$ cat config.mk
export PLATFORM = sky130hd
export DESIGN_NAME = decode_flat
export DESIGN_NICKNAME = d
export VERILOG_FILES = /design/src/rtl/decode_if.sv /design/src/rtl/decode.sv /design/src/flat_wrapper.sv
export SDC_FILE = /design/constraint.sdc
export NUM_CORES = 1
export LEC_CHECK = 0
export BUFFER_PORTS_ARGS = -buffer_cell sky130_fd_sc_hd__buf_2
export CORE_MARGIN = 4
export CORE_UTILIZATION = 35
export DETAILED_ROUTE_END_ITERATION = 16
export HOLD_SLACK_MARGIN = 0.03
export PLACE_DENSITY = 0.67
export RECOVER_POWER = 100
export REMOVE_ABC_BUFFERS = 1
export SLEW_MARGIN = 20
export SYNTH_ARGS = -nofsm -noshare
export SYNTH_HDL_FRONTEND = slang
export SYNTH_SLANG_ARGS = --single-unit
$ cat constraint.sdc
create_clock -name clk_i -period 1.8 [get_ports clk_i]
set_input_delay 0.18 -clock clk_i [delete_from_list [all_inputs] [get_ports clk_i]]
set_output_delay 0.18 -clock clk_i [all_outputs]
set_load 0.05 [all_outputs]
$ cat src/rtl/decode_if.sv
// Decode-to-execute output slot: valid/ready handshake plus the decoded fields.
//   master (decode)  : drives output_valid_o and every decoded field, samples output_ready_i
//   slave  (execute) : samples the slot, drives output_ready_i
interface decode_if;
  logic        output_valid_o;
  logic        output_ready_i;
  logic [31:0] pc_o;
  logic [31:0] alu_operand1_o;
  logic [31:0] alu_operand2_o;
  logic [2:0]  alu_op_o;
  logic        alu_alt_o;
  logic [31:0] rs1_value_o;
  logic [31:0] rs2_value_o;
  logic [1:0]  branch_type_o;
  logic [2:0]  branch_cond_o;
  logic [31:0] branch_offset_o;
  logic        mem_read_o;
  logic        mem_write_o;
  logic [2:0]  mem_size_o;
  logic        reg_write_o;
  logic [4:0]  reg_addr_o;
  logic        illegal_o;

  modport master (
    output output_valid_o, pc_o, alu_operand1_o, alu_operand2_o, alu_op_o, alu_alt_o,
           rs1_value_o, rs2_value_o, branch_type_o, branch_cond_o, branch_offset_o,
           mem_read_o, mem_write_o, mem_size_o, reg_write_o, reg_addr_o, illegal_o,
    input  output_ready_i
  );

  modport slave (
    input  output_valid_o, pc_o, alu_operand1_o, alu_operand2_o, alu_op_o, alu_alt_o,
           rs1_value_o, rs2_value_o, branch_type_o, branch_cond_o, branch_offset_o,
           mem_read_o, mem_write_o, mem_size_o, reg_write_o, reg_addr_o, illegal_o,
    output output_ready_i
  );
endinterface

$ cat src/rtl/decode.sv
// RV32I decode stage: reads the register file, builds ALU operands, immediates and
// control fields, and registers them into a single valid/ready output slot.
// Ports:
//   clk_i, rst_i                 clock, synchronous active-low reset
//   input_valid_i/input_ready_o  fetch handshake; instr_i, pc_i carry the instruction
//   flush_i                      drop the slot and any incoming instruction
//   raddr*_o / rdata*_i          register file read ports (combinational read)
//   wb_write_i/wb_addr_i/wb_data_i  writeback port, used only for bypass
//   out_if                       decoded output slot (decode_if.master)
// Build option: define DECODE_BYPASS_EN to forward same-cycle writeback data around
// the register file; otherwise the wb_* inputs are ignored.
module decode (
  input  logic        clk_i,
  input  logic        rst_i,
  input  logic        input_valid_i,
  output logic        input_ready_o,
  input  logic [31:0] instr_i,
  input  logic [31:0] pc_i,
  input  logic        flush_i,
  output logic [4:0]  raddr1_o,
  input  logic [31:0] rdata1_i,
  output logic [4:0]  raddr2_o,
  input  logic [31:0] rdata2_i,
  input  logic        wb_write_i,
  input  logic [4:0]  wb_addr_i,
  input  logic [31:0] wb_data_i,
  decode_if.master    out_if
);

  localparam logic [6:0] OP_LUI    = 7'b0110111;
  localparam logic [6:0] OP_AUIPC  = 7'b0010111;
  localparam logic [6:0] OP_JAL    = 7'b1101111;
  localparam logic [6:0] OP_JALR   = 7'b1100111;
  localparam logic [6:0] OP_BRANCH = 7'b1100011;
  localparam logic [6:0] OP_LOAD   = 7'b0000011;
  localparam logic [6:0] OP_STORE  = 7'b0100011;
  localparam logic [6:0] OP_IMM    = 7'b0010011;
  localparam logic [6:0] OP_OP     = 7'b0110011;

  logic [6:0]  opcode;
  logic [2:0]  funct3;
  logic [4:0]  rd;
  logic [31:0] imm_i, imm_s, imm_b, imm_u, imm_j;
  logic [31:0] rs1_val, rs2_val;
  logic        accept;

  logic [31:0] op1_d, op2_d, boff_d;
  logic [2:0]  alu_op_d, bcond_d, msize_d;
  logic        alt_d, mr_d, mw_d, rw_d, ill_d;
  logic [1:0]  btype_d;
  logic [4:0]  raddr_d;

  logic        valid_q;
  logic [31:0] pc_q, op1_q, op2_q, rs1v_q, rs2v_q, boff_q;
  logic [2:0]  alu_op_q, bcond_q, msize_q;
  logic        alt_q, mr_q, mw_q, rw_q, ill_q;
  logic [1:0]  btype_q;
  logic [4:0]  raddr_q;

  assign opcode   = instr_i[6:0];
  assign funct3   = instr_i[14:12];
  assign rd       = instr_i[11:7];
  assign raddr1_o = instr_i[19:15];
  assign raddr2_o = instr_i[24:20];

  assign imm_i = {{20{instr_i[31]}}, instr_i[31:20]};
  assign imm_s = {{20{instr_i[31]}}, instr_i[31:25], instr_i[11:7]};
  assign imm_b = {{19{instr_i[31]}}, instr_i[31], instr_i[7], instr_i[30:25], instr_i[11:8], 1'b0};
  assign imm_u = {instr_i[31:12], 12'b0};
  assign imm_j = {{11{instr_i[31]}}, instr_i[31], instr_i[19:12], instr_i[20], instr_i[30:21], 1'b0};

`ifdef DECODE_BYPASS_EN
  // Writeback to the same register this cycle has not reached the regfile yet.
  assign rs1_val = (wb_write_i && (wb_addr_i != 5'd0) && (wb_addr_i == raddr1_o)) ? wb_data_i : rdata1_i;
  assign rs2_val = (wb_write_i && (wb_addr_i != 5'd0) && (wb_addr_i == raddr2_o)) ? wb_data_i : rdata2_i;
`else
  logic unused_wb;
  assign unused_wb = ^{wb_write_i, wb_addr_i, wb_data_i};
  assign rs1_val   = rdata1_i;
  assign rs2_val   = rdata2_i;
`endif

  assign input_ready_o = ~valid_q | out_if.output_ready_i;
  assign accept        = input_valid_i & input_ready_o & ~flush_i;

  // Per-opcode field decode.
  always_comb begin
    op1_d    = '0;
    op2_d    = '0;
    alu_op_d = 3'b000;
    alt_d    = 1'b0;
    btype_d  = 2'b00;
    bcond_d  = 3'b000;
    boff_d   = '0;
    mr_d     = 1'b0;
    mw_d     = 1'b0;
    msize_d  = 3'b000;
    rw_d     = 1'b0;
    ill_d    = 1'b0;
    case (opcode)
      OP_LUI: begin
        op2_d = imm_u;
        rw_d  = 1'b1;
      end
      OP_AUIPC: begin
        op1_d = pc_i;
        op2_d = imm_u;
        rw_d  = 1'b1;
      end
      OP_JAL: begin
        op1_d   = pc_i;
        op2_d   = 32'd4;
        rw_d    = 1'b1;
        btype_d = 2'b01;
        boff_d  = imm_j;
      end
      OP_JALR: begin
        op1_d   = pc_i;
        op2_d   = 32'd4;
        rw_d    = 1'b1;
        btype_d = 2'b10;
        boff_d  = imm_i;
      end
      OP_BRANCH: begin
        op1_d   = rs1_val;
        op2_d   = rs2_val;
        btype_d = 2'b11;
        bcond_d = funct3;
        boff_d  = imm_b;
      end
      OP_LOAD: begin
        op1_d   = rs1_val;
        op2_d   = imm_i;
        mr_d    = 1'b1;
        msize_d = funct3;
        rw_d    = 1'b1;
      end
      OP_STORE: begin
        op1_d   = rs1_val;
        op2_d   = imm_s;
        mw_d    = 1'b1;
        msize_d = funct3;
      end
      OP_IMM: begin
        op1_d    = rs1_val;
        op2_d    = imm_i;
        alu_op_d = funct3;
        // Only SRAI uses bit 30 as a mode bit; elsewhere it is immediate data.
        alt_d    = (funct3 == 3'b101) ? instr_i[30] : 1'b0;
        rw_d     = 1'b1;
      end
      OP_OP: begin
        op1_d    = rs1_val;
        op2_d    = rs2_val;
        alu_op_d = funct3;
        alt_d    = instr_i[30];
        rw_d     = 1'b1;
      end
      default: ill_d = 1'b1;
    endcase
    raddr_d = rw_d ? rd : 5'd0;
  end

  // Output slot: flush beats accept; consumed slot empties when nothing new arrives.
  always_ff @(posedge clk_i) begin
    if (!rst_i) begin
      valid_q  <= 1'b0;
      pc_q     <= '0;
      op1_q    <= '0;
      op2_q    <= '0;
      rs1v_q   <= '0;
      rs2v_q   <= '0;
      alu_op_q <= '0;
      alt_q    <= 1'b0;
      btype_q  <= '0;
      bcond_q  <= '0;
      boff_q   <= '0;
      mr_q     <= 1'b0;
      mw_q     <= 1'b0;
      msize_q  <= '0;
      rw_q     <= 1'b0;
      raddr_q  <= '0;
      ill_q    <= 1'b0;
    end else if (flush_i) begin
      valid_q <= 1'b0;
    end else if (accept) begin
      valid_q  <= 1'b1;
      pc_q     <= pc_i;
      op1_q    <= op1_d;
      op2_q    <= op2_d;
      rs1v_q   <= rs1_val;
      rs2v_q   <= rs2_val;
      alu_op_q <= alu_op_d;
      alt_q    <= alt_d;
      btype_q  <= btype_d;
      bcond_q  <= bcond_d;
      boff_q   <= boff_d;
      mr_q     <= mr_d;
      mw_q     <= mw_d;
      msize_q  <= msize_d;
      rw_q     <= rw_d;
      raddr_q  <= raddr_d;
      ill_q    <= ill_d;
    end else if (out_if.output_ready_i) begin
      valid_q <= 1'b0;
    end
  end

  assign out_if.output_valid_o  = valid_q;
  assign out_if.pc_o            = pc_q;
  assign out_if.alu_operand1_o  = op1_q;
  assign out_if.alu_operand2_o  = op2_q;
  assign out_if.alu_op_o        = alu_op_q;
  assign out_if.alu_alt_o       = alt_q;
  assign out_if.rs1_value_o     = rs1v_q;
  assign out_if.rs2_value_o     = rs2v_q;
  assign out_if.branch_type_o   = btype_q;
  assign out_if.branch_cond_o   = bcond_q;
  assign out_if.branch_offset_o = boff_q;
  assign out_if.mem_read_o      = mr_q;
  assign out_if.mem_write_o     = mw_q;
  assign out_if.mem_size_o      = msize_q;
  assign out_if.reg_write_o     = rw_q;
  assign out_if.reg_addr_o      = raddr_q;
  assign out_if.illegal_o       = ill_q;

endmodule

$ cat src/flat_wrapper.sv
// flat-port wrapper written by rule: the top's interface ports become plain ports
module decode_flat 
  (clk_i, rst_i, input_valid_i, input_ready_o, instr_i, pc_i, flush_i, raddr1_o, rdata1_i, raddr2_o, rdata2_i, wb_write_i, wb_addr_i, wb_data_i, out_if_output_valid_o, out_if_pc_o, out_if_alu_operand1_o, out_if_alu_operand2_o, out_if_alu_op_o, out_if_alu_alt_o, out_if_rs1_value_o, out_if_rs2_value_o, out_if_branch_type_o, out_if_branch_cond_o, out_if_branch_offset_o, out_if_mem_read_o, out_if_mem_write_o, out_if_mem_size_o, out_if_reg_write_o, out_if_reg_addr_o, out_if_illegal_o, out_if_output_ready_i);
  decode_if out_if_i ();
  input  logic clk_i;
  input  logic rst_i;
  input  logic input_valid_i;
  output logic input_ready_o;
  input  logic [31:0] instr_i;
  input  logic [31:0] pc_i;
  input  logic flush_i;
  output logic [4:0] raddr1_o;
  input  logic [31:0] rdata1_i;
  output logic [4:0] raddr2_o;
  input  logic [31:0] rdata2_i;
  input  logic wb_write_i;
  input  logic [4:0] wb_addr_i;
  input  logic [31:0] wb_data_i;
  output wire logic [$bits(out_if_i.output_valid_o)-1:0] out_if_output_valid_o;
  output wire logic [$bits(out_if_i.pc_o)-1:0] out_if_pc_o;
  output wire logic [$bits(out_if_i.alu_operand1_o)-1:0] out_if_alu_operand1_o;
  output wire logic [$bits(out_if_i.alu_operand2_o)-1:0] out_if_alu_operand2_o;
  output wire logic [$bits(out_if_i.alu_op_o)-1:0] out_if_alu_op_o;
  output wire logic [$bits(out_if_i.alu_alt_o)-1:0] out_if_alu_alt_o;
  output wire logic [$bits(out_if_i.rs1_value_o)-1:0] out_if_rs1_value_o;
  output wire logic [$bits(out_if_i.rs2_value_o)-1:0] out_if_rs2_value_o;
  output wire logic [$bits(out_if_i.branch_type_o)-1:0] out_if_branch_type_o;
  output wire logic [$bits(out_if_i.branch_cond_o)-1:0] out_if_branch_cond_o;
  output wire logic [$bits(out_if_i.branch_offset_o)-1:0] out_if_branch_offset_o;
  output wire logic [$bits(out_if_i.mem_read_o)-1:0] out_if_mem_read_o;
  output wire logic [$bits(out_if_i.mem_write_o)-1:0] out_if_mem_write_o;
  output wire logic [$bits(out_if_i.mem_size_o)-1:0] out_if_mem_size_o;
  output wire logic [$bits(out_if_i.reg_write_o)-1:0] out_if_reg_write_o;
  output wire logic [$bits(out_if_i.reg_addr_o)-1:0] out_if_reg_addr_o;
  output wire logic [$bits(out_if_i.illegal_o)-1:0] out_if_illegal_o;
  input wire logic [$bits(out_if_i.output_ready_i)-1:0] out_if_output_ready_i;
  assign out_if_output_valid_o = out_if_i.output_valid_o;
  assign out_if_pc_o = out_if_i.pc_o;
  assign out_if_alu_operand1_o = out_if_i.alu_operand1_o;
  assign out_if_alu_operand2_o = out_if_i.alu_operand2_o;
  assign out_if_alu_op_o = out_if_i.alu_op_o;
  assign out_if_alu_alt_o = out_if_i.alu_alt_o;
  assign out_if_rs1_value_o = out_if_i.rs1_value_o;
  assign out_if_rs2_value_o = out_if_i.rs2_value_o;
  assign out_if_branch_type_o = out_if_i.branch_type_o;
  assign out_if_branch_cond_o = out_if_i.branch_cond_o;
  assign out_if_branch_offset_o = out_if_i.branch_offset_o;
  assign out_if_mem_read_o = out_if_i.mem_read_o;
  assign out_if_mem_write_o = out_if_i.mem_write_o;
  assign out_if_mem_size_o = out_if_i.mem_size_o;
  assign out_if_reg_write_o = out_if_i.reg_write_o;
  assign out_if_reg_addr_o = out_if_i.reg_addr_o;
  assign out_if_illegal_o = out_if_i.illegal_o;
  assign out_if_i.output_ready_i = out_if_output_ready_i;
  decode u_core (.clk_i(clk_i), .rst_i(rst_i), .input_valid_i(input_valid_i), .input_ready_o(input_ready_o), .instr_i(instr_i), .pc_i(pc_i), .flush_i(flush_i), .raddr1_o(raddr1_o), .rdata1_i(rdata1_i), .raddr2_o(raddr2_o), .rdata2_i(rdata2_i), .wb_write_i(wb_write_i), .wb_addr_i(wb_addr_i), .wb_data_i(wb_data_i), .out_if(out_if_i));
endmodule
==> metrics.txt <==
Core ar.=approximately 24000 µm²; Crit Path Max Fanout=5; Tightest Hold Check Type=input port to flop; CTS sink count=about 200; worst path required time=1.62 ns; Final #Nets=about 1700; vias in the first global route=9217; flop2flop setup slack=0.15 ns; H-tree depth=1; largest area contributor in the netlist=dfxtp_1; Slew @ Worst Pin=0.888 ns; routed wire length=between 30 and 40 mm; CP cell instances=nor2b_4, inv_1, clkbuf_2; syn_area_per_cell=7.98 µm²; TritonCTS clock tree=yes; Placed Area=10600 µm²; WL/cell=between 15 and 20 µm; Synth async-reset ratio=0; clock root buffer=clkbuf_16; Seq/Total Area, Yosys=0.484; post-DP HPWL=about 21 mm; drt pass-1 iters=7; FF+latch count, synth=203; RSZ-0062 raised after global routing=false; P_leak=4.60 nW; CTS Buffer Depth=3; share of post-route cells with drive strength above 1=0.161; slew margin rel.=0.405; EDFF count, synth=0; Via density=5.22; yosys warns=0; largest net degree at the start of global routing=85; Synth top area share=0.484; cells after synthesis=roughly 1100; largest cells by area after synthesis=dfxtp_1 48%, nand2_1 12%, a21oi_1 11%, o21ai_0 5.3%, clkbuf_1 2.6%; DP Cell Count=1663; most common cell in the synthesized netlist=nand2_1; maximum clock rate=0.606 GHz; # Post-CTS Setup Buffers=0; die width=163 µm; starting DRC count in detailed routing=739; critical path's slowest cell=dfxtp_1; CP peak stage delay=0.33 ns; routability cong.=~0.85; initial antenna violation count=2; cts bufs inserted=23; Slew Viols, Final=0; Starting Density=0.356; Final Hold Violating Endpoints=0; die area=around 27000 µm²; max cap viols=0; Primary FF master, synth=dfxtp_1; Crit Path Class=flop to output port; # rows=between 50 and 60; # setup viols final=0; Synth Cell Area=8390 µm²; min cycle time layout=~1.7 ns; DRC Markers=0; CP arrival=1.47 ns; commonest cells in the netlist=265 x nand2_1, 203 x dfxtp_1, 192 x a21oi_1, 89 x o21ai_0, 59 x clkbuf_1; Worst-Skew Late Latency=0.50 ns; via count=9518; clock slew at reported path FFs=0.06 ns; Ports=396; GRT Resource Usage Total=0.230; Max rail drop VDD=0.573 mV; Hold Crit Depth=3; Area growth, synth to finish=46.0%; Setup Skew=approximately 0.015 ns; period utilization=0.917; status=finished clean; Pwr Total=approximately 11 mW; Die Ht=163 µm; post-route cell area=between 10000 and 15000 µm²; Setup TNS Final=0 ns; Port Buffers=357; first-pass GRT wire length=50.0 mm; synth unique cells=47; post-route antenna net violation count=0; cells on worst reg2reg path=7; critical path endpoint category=output port; post-route non-filler standard cell count=1822; CP startpoint kind=flop; pwr/cell area=between 900 and 1000 nW/µm²; GRT overflow=0
==> worst max-delay path, delay by kind of cell (launching register included) <==
kind,cells,cell delay (ns)
simple gates,1,0.22
flops,1,0.33
buf+inv,2,0.42
==> power by group <==
part	total, mW	leakage (nW)	switching [mW]	internal (mW)
logic	1.87	2.59	1.31	0.562
clock network	4.64	0.359	1.87	2.78
registers	4.74	1.65	0.0839	4.66
==> cells by family after synthesis <==
family / Yosys count / synth area share
AOI/OAI and AO/OA: 373 / 0.262
and+or+nand+nor: 353 / 0.183
DFF: 203 / 0.484
buffers and inverters: 120 / 0.0688
xor gates and xnor gates: 1 / 0.00104
muxes: 1 / 0.00134
==> worst paths after layout <==
kind / from / endpoint
setup / recovery: u_core.out_if.output_valid_o / input_ready_o
hold / removal: instr_i[31] / u_core.out_if.branch_offset_o[30]
hold reg to reg: u_core.out_if.rs1_value_o[28] / u_core.out_if.rs1_value_o[28]
setup reg to reg: u_core.out_if.output_valid_o / u_core.out_if.branch_offset_o[14]
==> metal layers <==
| metal | share of wire | wire [µm] | track usage |
|---|---|---|---|
| met1 | 0.42 | 13600 | 0.291 |
| met2 | 0.48 | 15700 | 0.396 |
| met3 | 0.066 | 2160 | 0.0395 |
| met4 | 0.034 | 1110 | 0.0804 |
| met5 | 0 | 0 | 0 |
==> placed cells by master (no fill, tap or decap), types with 3 or more instances in the layout <==
master           n
clkbuf_16       23
buf_2          132
o31a_1          19
inv_1           11
a22o_1          10
buf_4           28
and3_1          15
clkbuf_2        14
nand3_1         23
o2bb2ai_1       12
buf_12          15
nor2_1          12
clkbuf_8         7
clkbuf_1       218
nor3_1          14
a31oi_1          3
a21oi_1        192
a21o_1           3
a221oi_1         5
a32oi_1         19
dfxtp_1        203
o21ai_0         90
dlygate4sd3_1  117
nand2_1        265
a22oi_1         12
==> area by class of cell <==
type | instances | area [µm²]
multi-input combinational | 728 | 3780
antenna | 2 | 5.00
fill | 2325 | 11300
tap | 319 | 399
clock buffer | 36 | 694
timing repair buffer | 518 | 3210
sequential | 203 | 4060
clock inverter | 4 | 50.0
inverter | 12 | 47.5
==> state kept, by name, summed over array words and instances (netlist names) <==
register	count
u_core.out_if.branch_type_o	2
u_core.out_if.mem_read_o	1
u_core.out_if.reg_addr_o	5
u_core.out_if.mem_size_o	3
u_core.out_if.illegal_o	1
u_core.out_if.alu_op_o	3
u_core.out_if.alu_operand1_o	32
u_core.out_if.rs1_value_o	32
u_core.out_if.mem_write_o	1
u_core.out_if.branch_cond_o	3
u_core.out_if.output_valid_o	1
u_core.out_if.pc_o	32
u_core.out_if.alu_operand2_o	32
u_core.out_if.alu_alt_o	1
u_core.out_if.rs2_value_o	32
u_core.out_if.branch_offset_o	21
u_core.out_if.reg_write_o	1
==> metrics by stage <==
step / util / worst slack, ns / hold slack, ns
detailed placement: 0.450 / -0.0754 / 0.438
global placement: 0.450 / 0.00969 / 0.432
finish: 0.520 / 0.150 / 0.0917
global route: 0.520 / 0.0774 / 0.101
floorplan: - / -10.44 / 0.253
CTS: 0.532 / 0.0662 / 0.0677
==> timing repair <==
action,CTS,global route
hold buffers,117,0
hold endpoints to repair,188,0
resized for setup,1,1
setup endpoints to repair,83,22
Note: power is estimated with default switching activity, not from simulation.
